[config.mk]
export PLATFORM = sky130hd
export DESIGN_NAME = pong_match_ctrl_flat
export DESIGN_NICKNAME = d
export VERILOG_FILES = /design/src/rtl/pong_pkg.sv /design/src/rtl/pong_match_ctrl_if.sv /design/src/rtl/pong_match_ctrl_serve_timer.sv /design/src/rtl/pong_match_ctrl.sv /design/src/flat_wrapper.sv
export SDC_FILE = /design/constraint.sdc
export NUM_CORES = 1
export LEC_CHECK = 0
export BUFFER_PORTS_ARGS = -buffer_cell sky130_fd_sc_hd__buf_4
export CORE_MARGIN = 3
export CORE_UTILIZATION = 50
export CTS_BUF_LIST = sky130_fd_sc_hd__clkbuf_16
export CTS_CLUSTER_DIAMETER = 30
export CTS_CLUSTER_SIZE = 12
export DETAILED_ROUTE_END_ITERATION = 6
export PLACE_DENSITY = 0.81
export SKIP_CTS_REPAIR_TIMING = 1
export SLEW_MARGIN = 30
export SYNTH_ARGS = -nofsm -noshare
export SYNTH_HDL_FRONTEND = slang
export SYNTH_SLANG_ARGS = --single-unit
[constraint.sdc]
create_clock -name i_clk -period 1.5 [get_ports i_clk]
set_input_delay 0.225 -clock i_clk [delete_from_list [all_inputs] [get_ports i_clk]]
set_output_delay 0.225 -clock i_clk [all_outputs]
set_load 0.02 [all_outputs]
[src/rtl/pong_pkg.sv]
// Shared definitions for the pong match sequencer: state codes, winner codes and
// the default score width.
package pong_pkg;

    localparam int SCORE_W_DEF = 4;
    localparam int ST_W        = 3;

    localparam logic [ST_W-1:0] ST_IDLE  = 3'd0;
    localparam logic [ST_W-1:0] ST_SERVE = 3'd1;
    localparam logic [ST_W-1:0] ST_PLAY  = 3'd2;
    localparam logic [ST_W-1:0] ST_POINT = 3'd3;
    localparam logic [ST_W-1:0] ST_OVER  = 3'd4;

    typedef enum logic [ST_W-1:0] {
        S_IDLE  = ST_IDLE,
        S_SERVE = ST_SERVE,
        S_PLAY  = ST_PLAY,
        S_POINT = ST_POINT,
        S_OVER  = ST_OVER
    } match_state_e;

    localparam logic [1:0] WIN_NONE = 2'd0;
    localparam logic [1:0] WIN_P1   = 2'd1;
    localparam logic [1:0] WIN_P2   = 2'd2;

endpackage

[src/rtl/pong_match_ctrl_if.sv]
// Game-event inputs and match-status outputs of the pong match sequencer.
// master = stimulus side (ball block, video timing, button), slave = sequencer.
interface pong_match_ctrl_if
    import pong_pkg::*;
#(
    parameter int SCORE_W = SCORE_W_DEF
);
    logic               i_frame_tick;
    logic               i_start;
    logic               i_miss_p1;
    logic               i_miss_p2;
    logic               o_ball_enable;
    logic               o_ball_reset;
    logic [SCORE_W-1:0] o_score_p1;
    logic [SCORE_W-1:0] o_score_p2;
    logic [ST_W-1:0]    o_state;
    logic [1:0]         o_winner;

    modport master (
        output i_frame_tick, i_start, i_miss_p1, i_miss_p2,
        input  o_ball_enable, o_ball_reset, o_score_p1, o_score_p2, o_state, o_winner
    );

    modport slave (
        input  i_frame_tick, i_start, i_miss_p1, i_miss_p2,
        output o_ball_enable, o_ball_reset, o_score_p1, o_score_p2, o_state, o_winner
    );
endinterface

[src/rtl/pong_match_ctrl_serve_timer.sv]
// serve_timer: counts enabled frame ticks; o_done flags the tick that brings the
// count to FRAMES. Only used when PONG_AUTO_SERVE_EN is defined.
module serve_timer #(
    parameter int FRAMES = 60
) (
    input  logic i_clk,
    input  logic i_rst_n,
    input  logic i_clr,
    input  logic i_en,
    output logic o_done
);
    localparam int              CNT_W = $clog2(FRAMES + 1);
    localparam logic [CNT_W-1:0] LAST = CNT_W'(FRAMES - 1);

    logic [CNT_W-1:0] cnt_q;

    // NOTE: state registers use non-blocking assignments so every flop samples
    // pre-edge values regardless of process ordering.
    always_ff @(posedge i_clk) begin
        if (!i_rst_n || i_clr) begin
            cnt_q <= '0;
        end else if (i_en) begin
            cnt_q <= cnt_q + CNT_W'(1);
        end
    end

    assign o_done = i_en && (cnt_q == LAST);
endmodule

[src/rtl/pong_match_ctrl.sv]
// pong_match_ctrl: match FSM (IDLE/SERVE/PLAY/POINT/OVER), score keeping and
// registered ball gating. Define PONG_AUTO_SERVE_EN for frame-timed auto-serve.
module pong_match_ctrl
    import pong_pkg::*;
#(
    parameter int SCORE_W      = SCORE_W_DEF,
    parameter int WIN_SCORE    = 9,
    parameter int SERVE_FRAMES = 60
) (
    input logic              i_clk,
    input logic              i_rst_n,
    pong_match_ctrl_if.slave bus
);
    localparam logic [SCORE_W-1:0] WIN_VAL = SCORE_W'(WIN_SCORE);

    match_state_e       state_q, state_d;
    logic [SCORE_W-1:0] score1_q, score1_d;
    logic [SCORE_W-1:0] score2_q, score2_d;
    logic [1:0]         winner_q, winner_d;
    logic               ball_en_q;
    logic               ball_rst_q;
    logic               serve_go;

`ifdef PONG_AUTO_SERVE_EN
    // Counter is held clear outside SERVE, so every SERVE entry starts from zero.
    serve_timer #(
        .FRAMES (SERVE_FRAMES)
    ) u_serve_timer (
        .i_clk   (i_clk),
        .i_rst_n (i_rst_n),
        .i_clr   (state_q != S_SERVE),
        .i_en    (bus.i_frame_tick && (state_q == S_SERVE)),
        .o_done  (serve_go)
    );
`else
    logic unused_cfg;

    assign serve_go   = bus.i_start;
    assign unused_cfg = bus.i_frame_tick ^ (SERVE_FRAMES > 0);
`endif

    // NOTE: every variable gets a default before the case, so no path leaves
    // one unassigned and no latch is inferred.
    always_comb begin
        state_d  = state_q;
        score1_d = score1_q;
        score2_d = score2_q;
        winner_d = winner_q;

        case (state_q)
            S_IDLE, S_OVER: begin
                if (bus.i_start) begin
                    state_d  = S_SERVE;
                    score1_d = '0;
                    score2_d = '0;
                    winner_d = WIN_NONE;
                end
            end
            S_SERVE: begin
                if (serve_go) state_d = S_PLAY;
            end
            S_PLAY: begin
                // A double miss is a dead ball: replay the serve, nobody scores.
                if (bus.i_miss_p1 && bus.i_miss_p2) begin
                    state_d = S_SERVE;
                end else if (bus.i_miss_p1) begin
                    score2_d = score2_q + SCORE_W'(1);
                    state_d  = S_POINT;
                end else if (bus.i_miss_p2) begin
                    score1_d = score1_q + SCORE_W'(1);
                    state_d  = S_POINT;
                end
            end
            S_POINT: begin
                if (score1_q == WIN_VAL) begin
                    state_d  = S_OVER;
                    winner_d = WIN_P1;
                end else if (score2_q == WIN_VAL) begin
                    state_d  = S_OVER;
                    winner_d = WIN_P2;
                end else begin
                    state_d = S_SERVE;
                end
            end
            default: state_d = S_IDLE;
        endcase
    end

    always_ff @(posedge i_clk) begin
        if (!i_rst_n) begin
            state_q    <= S_IDLE;
            score1_q   <= '0;
            score2_q   <= '0;
            winner_q   <= WIN_NONE;
            ball_en_q  <= 1'b0;
            ball_rst_q <= 1'b1;
        end else begin
            state_q    <= state_d;
            score1_q   <= score1_d;
            score2_q   <= score2_d;
            winner_q   <= winner_d;
            // Decoded from next-state so the outputs match the state being entered.
            ball_en_q  <= (state_d == S_PLAY);
            ball_rst_q <= (state_d == S_IDLE) || (state_d == S_SERVE);
        end
    end

    assign bus.o_state       = state_q;
    assign bus.o_score_p1    = score1_q;
    assign bus.o_score_p2    = score2_q;
    assign bus.o_winner      = winner_q;
    assign bus.o_ball_enable = ball_en_q;
    assign bus.o_ball_reset  = ball_rst_q;
endmodule
[src/flat_wrapper.sv]
// flat-port wrapper written by rule: the top's interface ports become plain ports
module pong_match_ctrl_flat import pong_pkg::*;
#(
    parameter int SCORE_W      = SCORE_W_DEF,
    parameter int WIN_SCORE    = 9,
    parameter int SERVE_FRAMES = 60
)
  (i_clk, i_rst_n, bus_i_frame_tick, bus_i_start, bus_i_miss_p1, bus_i_miss_p2, bus_o_ball_enable, bus_o_ball_reset, bus_o_score_p1, bus_o_score_p2, bus_o_state, bus_o_winner);
  pong_match_ctrl_if #(.SCORE_W(SCORE_W)) bus_i ();
  input logic i_clk;
  input logic i_rst_n;
  input wire logic [$bits(bus_i.i_frame_tick)-1:0] bus_i_frame_tick;
  input wire logic [$bits(bus_i.i_start)-1:0] bus_i_start;
  input wire logic [$bits(bus_i.i_miss_p1)-1:0] bus_i_miss_p1;
  input wire logic [$bits(bus_i.i_miss_p2)-1:0] bus_i_miss_p2;
  output wire logic [$bits(bus_i.o_ball_enable)-1:0] bus_o_ball_enable;
  output wire logic [$bits(bus_i.o_ball_reset)-1:0] bus_o_ball_reset;
  output wire logic [$bits(bus_i.o_score_p1)-1:0] bus_o_score_p1;
  output wire logic [$bits(bus_i.o_score_p2)-1:0] bus_o_score_p2;
  output wire logic [$bits(bus_i.o_state)-1:0] bus_o_state;
  output wire logic [$bits(bus_i.o_winner)-1:0] bus_o_winner;
  assign bus_i.i_frame_tick = bus_i_frame_tick;
  assign bus_i.i_start = bus_i_start;
  assign bus_i.i_miss_p1 = bus_i_miss_p1;
  assign bus_i.i_miss_p2 = bus_i_miss_p2;
  assign bus_o_ball_enable = bus_i.o_ball_enable;
  assign bus_o_ball_reset = bus_i.o_ball_reset;
  assign bus_o_score_p1 = bus_i.o_score_p1;
  assign bus_o_score_p2 = bus_i.o_score_p2;
  assign bus_o_state = bus_i.o_state;
  assign bus_o_winner = bus_i.o_winner;
  pong_match_ctrl #(.SCORE_W(SCORE_W), .WIN_SCORE(WIN_SCORE), .SERVE_FRAMES(SERVE_FRAMES)) u_core (.i_clk(i_clk), .i_rst_n(i_rst_n), .bus(bus_i));
endmodule
==> results of run 1 <==
-- worst max path at each step --
stage,end,depth (start not counted)
2_1_floorplan,u_core.bus.o_score_p1[1]$_SDFFE_PN0P_,5
3_3_place_gp,u_core.bus.o_score_p1[3]$_SDFFE_PN0P_,4
3_5_place_dp,u_core.bus.o_score_p1[3]$_SDFFE_PN0P_,4
4_1_cts,u_core.bus.o_score_p1[3]$_SDFFE_PN0P_,4
5_1_grt,u_core.bus.o_score_p1[3]$_SDFFE_PN0P_,4
6_report,u_core.bus.o_score_p1[3]$_SDFFE_PN0P_,4
-- per-layer routing --
layer	global-route usage [%]	vias to the layer above	part of all wire [%]
li1	-	391	-
met1	22.7	360	43
met2	32.8	14	50
met3	4.98	4	4.8
met4	9.94	0	2.0
met5	0	-	0
-- power by group through the flow --
stage	registers, uW	clock network, uW	logic [uW]
final	419	517	118
after global routing	419	546	129
after CTS	419	525	116
after detailed placement	427	0	114
after global placement	426	0	113
after floorplan	433	0	64.7
-- cell type report --
cell class	instances	area [sq um]	area share, %
Multi-Input combinational cell	78	509	46.0
Sequential cell	15	303	27.4
Timing Repair Buffer	25	188	17.0
Clock buffer	3	75.1	6.79
Tap cell	16	20.0	1.81
Inverter	2	7.51	0.679
Clock inverter	1	3.75	0.339
-- state kept, by name, indices dropped and copies added, names as in the netlist --
signal,cells
u_core.bus.o_score_p2,4
u_core.bus.o_winner,2
u_core.bus.o_score_p1,4
u_core.bus.o_ball_reset,1
u_core.bus.o_state,3
u_core.bus.o_ball_enable,1
-- synthesized netlist by cell type (2+ instances only) --
master     n
xor2_1     3
nor2_1    14
ha_1       4
and3_1     2
mux2i_1    4
clkbuf_1   2
or4b_1     2
a21oi_1    3
nor2b_1    4
dfxtp_1   15
nand3_1    2
inv_1      2
nand2_1   12
nand3b_1   6
o21ai_0    6
and2_1     2
-- metrics by stage --
stage / instance area, sq um / power [uW] / worst slack [ns]
global route: 1110 / 1090 / 0.00208
CTS: 1100 / 1060 / 0.0659
detailed placement: 1020 / 541 / 0.0682
global placement: 1020 / 540 / 0.111
floorplan: 833 / 497 / 0.0280
finish: 1110 / 1050 / 0.0752
-- kinds of logic (layout without fill, tap and decap cells) --
family / Yosys count / in the layout
simple gates: 53 / 53
flops: 15 / 15
compound gates: 14 / 14
buf+inv: 6 / 31
fa+ha+maj: 4 / 4
mux: 4 / 4
xor+xnor: 3 / 3
-- worst max-delay path: cells and delay by family (launching register included) --
kind               cells  cell delay [ns]
AOI/OAI and AO/OA      1             0.13
DFF                    1             0.42
and+or+nand+nor        3             0.81
==> key figures, run 1 <==
Routing
  • Initial DRC count: 7
  • Routed vias/inst: about 5.5
  • Total iterations of the first detailed-routing run: 4
  • Number of remaining DRC errors: 0
  • Remaining antenna violation count: 0
  • Final WL: 1890 um
  • DR vias: 769
  • Avg WL per Cell: between 10 and 15 um

Timing
  • Final Cycle Share: between 90% and 100%
  • RSZ-0062 raised after global routing: false
  • Hold Vio Cnt, Final: 0
  • Slew @ Worst Pin: 0.383 ns
  • Slew Viols, Final: 0
  • Finish-stage setup viols: 0
  • Relative slew slack: approximately 74%
  • Period minus WS final: approximately 1.4 ns
  • Final worst clock skew: about 0.0043 ns
  • Fin Setup TNS: 0 ns
  • Fmax: between 0.7 and 0.8 GHz
  • Hold_ws: ~0.28 ns

Setup path
  • Register-to-register setup slack: 0.08 ns
  • Worst path required time: between 1.5 and 2 ns
  • WP data arrival: 1.61 ns
  • CP max FO: 11
  • Reg2reg start: u_core.bus.o_state[1]$_SDFF_PN0_
  • Critical R2R Capture: u_core.bus.o_score_p1[3]$_SDFFE_PN0P_
  • Worst R2R Path Depth: 4
  • Worst path slowest cell: or4b_1
  • Critical path class: register to register
  • Crit-path max cell delay: around 0.5 ns
  • CP endpoint kind: register
  • Startpoint Class: register
  • Worst-path cell chain: and4bb_1 -> nor2_1 -> or4b_1 -> a21boi_1
  • Worst setup path start: u_core.bus.o_state[1]$_SDFF_PN0_

Floorplanning
  • Top-Level Pins: 21
  • Initial core utilization: a little over half
  • Core ar.: around 1500 sq um
  • Die Span Y: between 40 and 50 um
  • Die width: roughly 47 um
  • Area of the die: 2190 sq um
  • Row Count: 14

Power
  • Worst VDD drop: about 880 uV
  • Seq pwr share: around two fifths
  • Clock power frac: roughly half
  • Internal power: ~810 uW
  • Sw Ratio: 22.7%
  • Leak: 0.000497 uW
  • PD cells: ~950 nW/um^2
  • Logic pwr share: between 10 and 15%
  • Net switching power: 239 uW

CTS
  • Cts bufs inserted: 3
  • Clk buf depth: 2
  • Clk Tree Root Cell: clkbuf_16
  • Max H-tree Level: 1
  • CTS tree: yes
  • CTS clock-pin slew for the worst setup and hold paths: about 0.05 ns
  • Clk_lat worst skew: roughly 0.25 ns
  • CTS sink count: 15

Synth
  • Synthesized Nets: approximately 110
  • Synth Area in XOR/XNOR: under 10%
  • Yosys cell types: 32
  • Mux share of post-synthesis cell area: about 4.8%
  • Compound-gate portion of the synthesized area: 10.1%
  • Ys flop type: dfxtp_1
  • Synth Cell Area: ~830 sq um
  • Sequential fraction of the synthesis area: between 30 and 40%
  • Post-synth top area share: between 30 and 40%
  • Area contributors post-synth: dfxtp_1, nor2_1, ha_1, nand2_1, nand3b_1
  • Main combinational cell family by area after synthesis: simple AND/OR/NAND/NOR gates
  • Post-synth EDFFs: 0
  • Mapped Cells: between 90 and 100
  • Async set or reset register ratio after synthesis: 0%
  • Synth area leader: dfxtp_1
  • Post-synthesis area per instance: 8.40 sq um
  • Ys Warns: 0
  • Simple-gate share of the synthesized area: 36.1%
  • Post-synthesis adder-cell area fraction: approximately 6.0%
  • FF+latch count, synth: 15

Finish
  • Synthesis-to-finish area growth: 32.9%
  • Most frequent cells in the layout: buf_4, nor2_1, dfxtp_1
  • Share of post-route cells with drive strength above 1: a little over a quarter
  • Commonest non-fill, non-tap cell in the layout: buf_4
  • Fillers: approximately 120
  • # diodes: 0
  • Nets: between 100 and 150
  • Final Util: 71.8%
  • Finished Layout Cells: 140

Global routing
  • Total congestion overflow: 0
  • Total track usage: roughly a fifth
  • Largest net degree at the start of global routing: 17
  • Initial antenna violation count: 0
  • Vias in the first global route: around 670
  • First-pass GRT wire length: 2970 um

Run
  • Max_cap viols: 0

Placed design
  • Inst Count DP: about 140
  • Gpl congestion: slightly above 0.8
  • IO Port Bufs: 19
  • DP HPWL: 1390 um

Worst hold path
  • Worst min path class: primary input to register
  • Hold path depth: 2
  • HP Start: i_rst_n
  • Worst Hold End: u_core.bus.o_ball_reset$_SDFF_PN1_

Outcome
  • Status: finished, final reports clean
Note: power is estimated with default switching activity, not from simulation.
==> run 2: changes to the inputs <==
==> constraint.sdc (replaced) <==
create_clock -name i_clk -period 1.5 [get_ports i_clk]
set_input_delay 0.15 -clock i_clk [delete_from_list [all_inputs] [get_ports i_clk]]
set_output_delay 0.15 -clock i_clk [all_outputs]
set_load 0.02 [all_outputs]
==> key figures, run 2 (synthesis results as in run 1) <==
Outcome
  • Status: finished, final reports clean

Global routing
  • Initial antenna violation count: 0
  • Total track usage: roughly a fifth
  • Vias in the first global route: 697
  • First-pass GRT wire length: approximately 3000 um
  • Total congestion overflow: 0
  • Largest net degree at the start of global routing: 17

Routing
  • DR vias: 777
  • Avg WL per Cell: roughly 14 um
  • Number of remaining DRC errors: 0
  • Routed vias/inst: around 5.6
  • Final WL: roughly 1900 um
  • Total iterations of the first detailed-routing run: 4
  • Initial DRC count: 12
  • Remaining antenna violation count: 0

Timing
  • Period minus WS final: 1.43 ns
  • Relative slew slack: roughly 77%
  • Hold_ws: 0.204 ns
  • Slew Viols, Final: 0
  • RSZ-0062 raised after global routing: false
  • Final worst clock skew: approximately 0.00075 ns
  • Fmax: approximately 0.70 GHz
  • Hold Vio Cnt, Final: 0
  • Final Cycle Share: between 90% and 100%
  • Fin Setup TNS: 0 ns
  • Slew @ Worst Pin: between 0.3 and 0.4 ns
  • Finish-stage setup viols: 0

Finish
  • Share of post-route cells with drive strength above 1: slightly below 30%
  • Finished Layout Cells: 140
  • Nets: ~140
  • Multi-input logic area: between 500 and 600 sq um
  • Fillers: roughly 120
  • Most frequent cells in the layout: buf_4, nor2_1, dfxtp_1
  • # diodes: 0
  • Reg area: 305 sq um
  • Commonest non-fill, non-tap cell in the layout: buf_4
  • Synthesis-to-finish area growth: 34.0%

Worst hold path
  • Hold path depth: 2
  • Worst min path class: primary input to register

Power
  • PD cells: approximately 950 nW/um^2
  • Worst VDD drop: 942 uV
  • Leak: a little under 0.0005 uW
  • Final Power: between 1000 and 1500 uW

Setup path
  • Startpoint Class: register
  • WP data arrival: about 1.6 ns
  • Worst path required time: about 1.7 ns
  • CP endpoint kind: register
  • CP max FO: 9
  • Critical path class: register to register
  • Worst R2R Path Depth: 4

CTS
  • Clk Tree Root Cell: clkbuf_16
  • CTS sink count: 15
  • Cts bufs inserted: 3
  • Max H-tree Level: 1
  • Clk_lat worst skew: approximately 0.24 ns
  • CTS clock-pin slew for the worst setup and hold paths: about 0.05 ns
  • Clk buf depth: 2
  • CTS tree: yes

Floorplanning
  • Area of the die: between 2000 and 2500 sq um
  • Top-Level Pins: 21
  • Die Span Y: about 47 um
  • Initial core utilization: between 50% and 60%
  • Die width: approximately 47 um
  • Row Count: 14
  • Core ar.: around 1500 sq um

Placed design
  • DP HPWL: between 1000 and 1500 um
  • Inst Count DP: between 100 and 150
  • IO Port Bufs: 19
  • Gpl congestion: 0.809

Run
  • Max_cap viols: 0
[run 2: cell types whose count changed in the layout (fill, tap and decap cells not counted)]
cell,previous run,this run
clkinv_2,0,1
inv_1,3,2
a211oi_2,0,1
dfxtp_2,2,1
dfxtp_4,0,1
a211oi_1,1,0
[run 2: per-layer routing]
metal / GRT usage [%] / share of wire [%] / up-vias / wire length [um]
met5: 0 / 0 / - / 0
met4: 6.63 / 2.1 / 0 / 41
met3: 5.75 / 4.0 / 6 / 77
met2: 31.7 / 47 / 21 / 921
met1: 23.8 / 46 / 356 / 901
li1: - / - / 394 / -
[run 2: path summary, 6_finish.rpt]
check,startpoint,end,slack [ns]
max reg2reg,u_core.bus.o_state[2]$_SDFF_PN0_,u_core.bus.o_score_p1[3]$_SDFFE_PN0P_,0.07
min,i_rst_n,u_core.bus.o_ball_reset$_SDFF_PN1_,0.20
max,u_core.bus.o_state[2]$_SDFF_PN0_,u_core.bus.o_score_p1[3]$_SDFFE_PN0P_,0.07
min reg2reg,u_core.bus.o_winner[0]$_SDFFE_PN0P_,u_core.bus.o_winner[0]$_SDFFE_PN0P_,0.48
[run 2: where the power goes]
part           leakage, uW  total, uW  switching, uW  internal [uW]
Combinational     0.000334        120           65.3           54.5
Clock            0.0000409        521            165            356
Sequential        0.000123        418           11.2            407
Total             0.000497       1060            242            818
[run 2: worst max-delay path, stage by stage, from the launching register on]
cell and delay (ns):
dfxtp_2 0.35, and4bb_1 0.32, nor2_1 0.07, or4b_1 0.50
a21boi_1 0.12
[run 2: stage by stage]
step / util (%) / setup slack (ns) / instance area [sq um]
after global routing: 72.3 / 0.0145 / 1110
after CTS: 71.2 / 0.0553 / 1100
after floorplan: - / 0.0280 / 833
final: 72.3 / 0.0680 / 1110
after detailed placement: 66.0 / 0.0868 / 1020
after global placement: 66.0 / 0.112 / 1020
[run 2: cell type report]
cell class,count,area share (%)
well taps,16,1.80
clock buffers,3,6.73
clock inverters,1,0.449
inverters,2,0.673
repair buffers,25,16.8
flip-flops and latches,15,27.4
multi-input cells,78,46.1
==> run 3: changes to the inputs <==
Settings changed: ABC_AREA set to 1, CORE_UTILIZATION 50 to 49, CTS_CLUSTER_DIAMETER 30 to unset, PLACE_DENSITY 0.81 to 0.8.
==> key figures, run 3 <==
Outcome
  • Status: finished, final reports clean

Finish
  • Final Util: 72.9%
  • Synthesis-to-finish area growth: 31.0%
  • Commonest non-fill, non-tap cell in the layout: nor2_1
  • Share of post-route cells with drive strength above 1: 19.4%
  • Most frequent cells in the layout: nor2_1, nand2_1, buf_4
  • # diodes: 0
  • Final Cell Area: a little over 1000 sq um
  • Nets: 150

Global routing
  • Largest net degree at the start of global routing: 11
  • Vias in the first global route: roughly 700
  • Initial antenna violation count: 0
  • Total track usage: between 10% and 20%
  • Total congestion overflow: 0
  • First-pass GRT wire length: 2860 um

Placed design
  • IO Port Bufs: 19
  • Gpl congestion: 0.845
  • DP HPWL: around 1300 um
  • Post-DP Area: 940 sq um

CTS
  • CTS tree: yes
  • Cts bufs inserted: 3
  • Max H-tree Level: 1
  • Clk Tree Root Cell: clkbuf_16
  • Clk buf depth: 2
  • Clk_lat worst skew: ~0.25 ns
  • CTS clock-pin slew for the worst setup and hold paths: 0.05 ns
  • CTS sink count: 15

Routing
  • Final WL: between 1500 and 2000 um
  • Number of remaining DRC errors: 0
  • Total iterations of the first detailed-routing run: 4
  • Avg WL per Cell: approximately 11 um
  • DR vias: 777
  • Remaining antenna violation count: 0
  • Initial DRC count: 26
  • Routed vias/inst: between 5 and 6

Floorplanning
  • Die width: approximately 46 um
  • Core ar.: roughly 1400 sq um
  • Top-Level Pins: 21
  • Row Count: 13
  • Initial core utilization: roughly 56%
  • Area of the die: around 2100 sq um
  • Die Span Y: ~46 um

Worst hold path
  • Worst min path class: primary input to register
  • HP Start: i_rst_n

Synth
  • FF+latch count, synth: 15
  • Async set or reset register ratio after synthesis: 0%
  • Sequential fraction of the synthesis area: 38.6%
  • Synth Cell Area: 778 sq um
  • Ys flop type: dfxtp_1
  • Post-synthesis area per instance: around 6.7 sq um
  • Synthesized Nets: about 130
  • Mapped Cells: 116
  • Area contributors post-synth: dfxtp_1, nor2_1, nand2_1, inv_1, nand3_1
  • Commonest cells post-synth: nor2_1, nand2_1, inv_1, dfxtp_1, nand3_1
  • Post-synth top area share: between 30% and 40%
  • Ys Warns: 0
  • Synth area leader: dfxtp_1
  • Yosys cell types: 16
  • Most common cell in the synthesized netlist: nor2_1
  • Post-synth EDFFs: 0

Setup path
  • Worst path required time: about 1.7 ns
  • Reg2reg start: u_core.bus.o_score_p1[0]$_SDFFE_PN0P_
  • Worst setup path start: u_core.bus.o_score_p1[0]$_SDFFE_PN0P_
  • WP data arrival: 1.47 ns
  • CP endpoint kind: register
  • Critical path class: register to register
  • CP max FO: 6
  • Register-to-register setup slack: approximately 0.19 ns
  • Startpoint Class: register

Timing
  • Final worst clock skew: 0.00320 ns
  • Final Cycle Share: between 80% and 90%
  • Fmax: approximately 0.76 GHz
  • Fin Setup TNS: 0 ns
  • RSZ-0062 raised after global routing: false
  • Slew @ Worst Pin: roughly 0.29 ns
  • Relative slew slack: approximately four fifths
  • Hold Vio Cnt, Final: 0
  • Period minus WS final: 1.31 ns
  • Finish-stage setup viols: 0
  • Slew Viols, Final: 0

Power
  • Worst VDD drop: between 800 and 900 uV
  • Leak: approximately 0.00048 uW
  • Clock power frac: 46.7%
  • Sw Ratio: 25.1%
  • Net switching power: 277 uW
  • Seq pwr share: about two fifths
  • PD cells: between 1000 and 1500 nW/um^2
  • Logic pwr share: between 10% and 20%
  • Final Power: around 1100 uW
  • Internal power: approximately 830 uW

Run
  • Max_cap viols: 0
-- run 3: changes by cell type in the layout (fill, tap and decap cells not counted), sizes merged, moves of 3 or more --
cell    delta
mux2i      -4
nand2     +11
nor2b      -5
a21oi      +3
buf        -6
inv       +15
nand3      +9
nor2      +11
nand3b     -5
-- run 3: cell families (layout without fill, tap and decap cells) --
family / Yosys count / count (layout) / share of synthesized area, %
buffers and inverters: 18 / 41 / 8.68
adders and majority gates: 4 / 4 / 6.43
xor gates and xnor gates: 3 / 3 / 3.38
AOI/OAI and AO/OA: 13 / 13 / 8.36
and+or+nand+nor: 63 / 63 / 34.6
DFF: 15 / 15 / 38.6
-- run 3: worst paths after layout --
check                                                to  cells after the start
hold / removal    u_core.bus.o_score_p2[0]$_SDFFE_PN0P_                      3
hold reg to reg     u_core.bus.o_winner[1]$_SDFFE_PN0P_                      2
setup reg to reg    u_core.bus.o_winner[0]$_SDFFE_PN0P_                      4
setup / recovery    u_core.bus.o_winner[0]$_SDFFE_PN0P_                      4
-- run 3: final cells by class --
cell class / instances / area (sq um)
inverters: 18 / 67.6
repair buffers: 19 / 143
fillers: 123 / 379
clock buffers: 3 / 75.1
well taps: 15 / 18.8
flip-flops and latches: 15 / 300
clock inverters: 1 / 5.00
multi-input cells: 83 / 410
-- run 3: metrics by stage --
stage / hold WS, ns / setup WS [ns] / std cells
after floorplan: 0.286 / 0.211 / 116
after global placement: 0.426 / 0.265 / 150
after detailed placement: 0.433 / 0.200 / 150
after CTS: 0.179 / 0.210 / 154
after global routing: 0.188 / 0.00810 / 154
final: 0.176 / 0.190 / 154
-- run 3: per-layer routing --
layer  track usage [%]  part of all wire [%]
met1              22.2                    44
met2              30.8                    49
met3              5.93                   5.9
met4              10.2                  0.92
met5                 0                     0
-- run 3: worst max-delay path: stages (launching register included) --
cell	delay, ns
dfxtp_1	0.42
ha_1	0.18
nand3_1	0.15
or2_2	0.33
a21oi_1	0.16
-- run 3: power groups by stage --
stage | combinational, uW | sequential, uW | clock, uW
detailed placement | 154 | 443 | 0
global placement | 150 | 442 | 0
CTS | 155 | 436 | 520
global route | 175 | 438 | 543
floorplan | 79.4 | 460 | 0
finish | 155 | 435 | 516
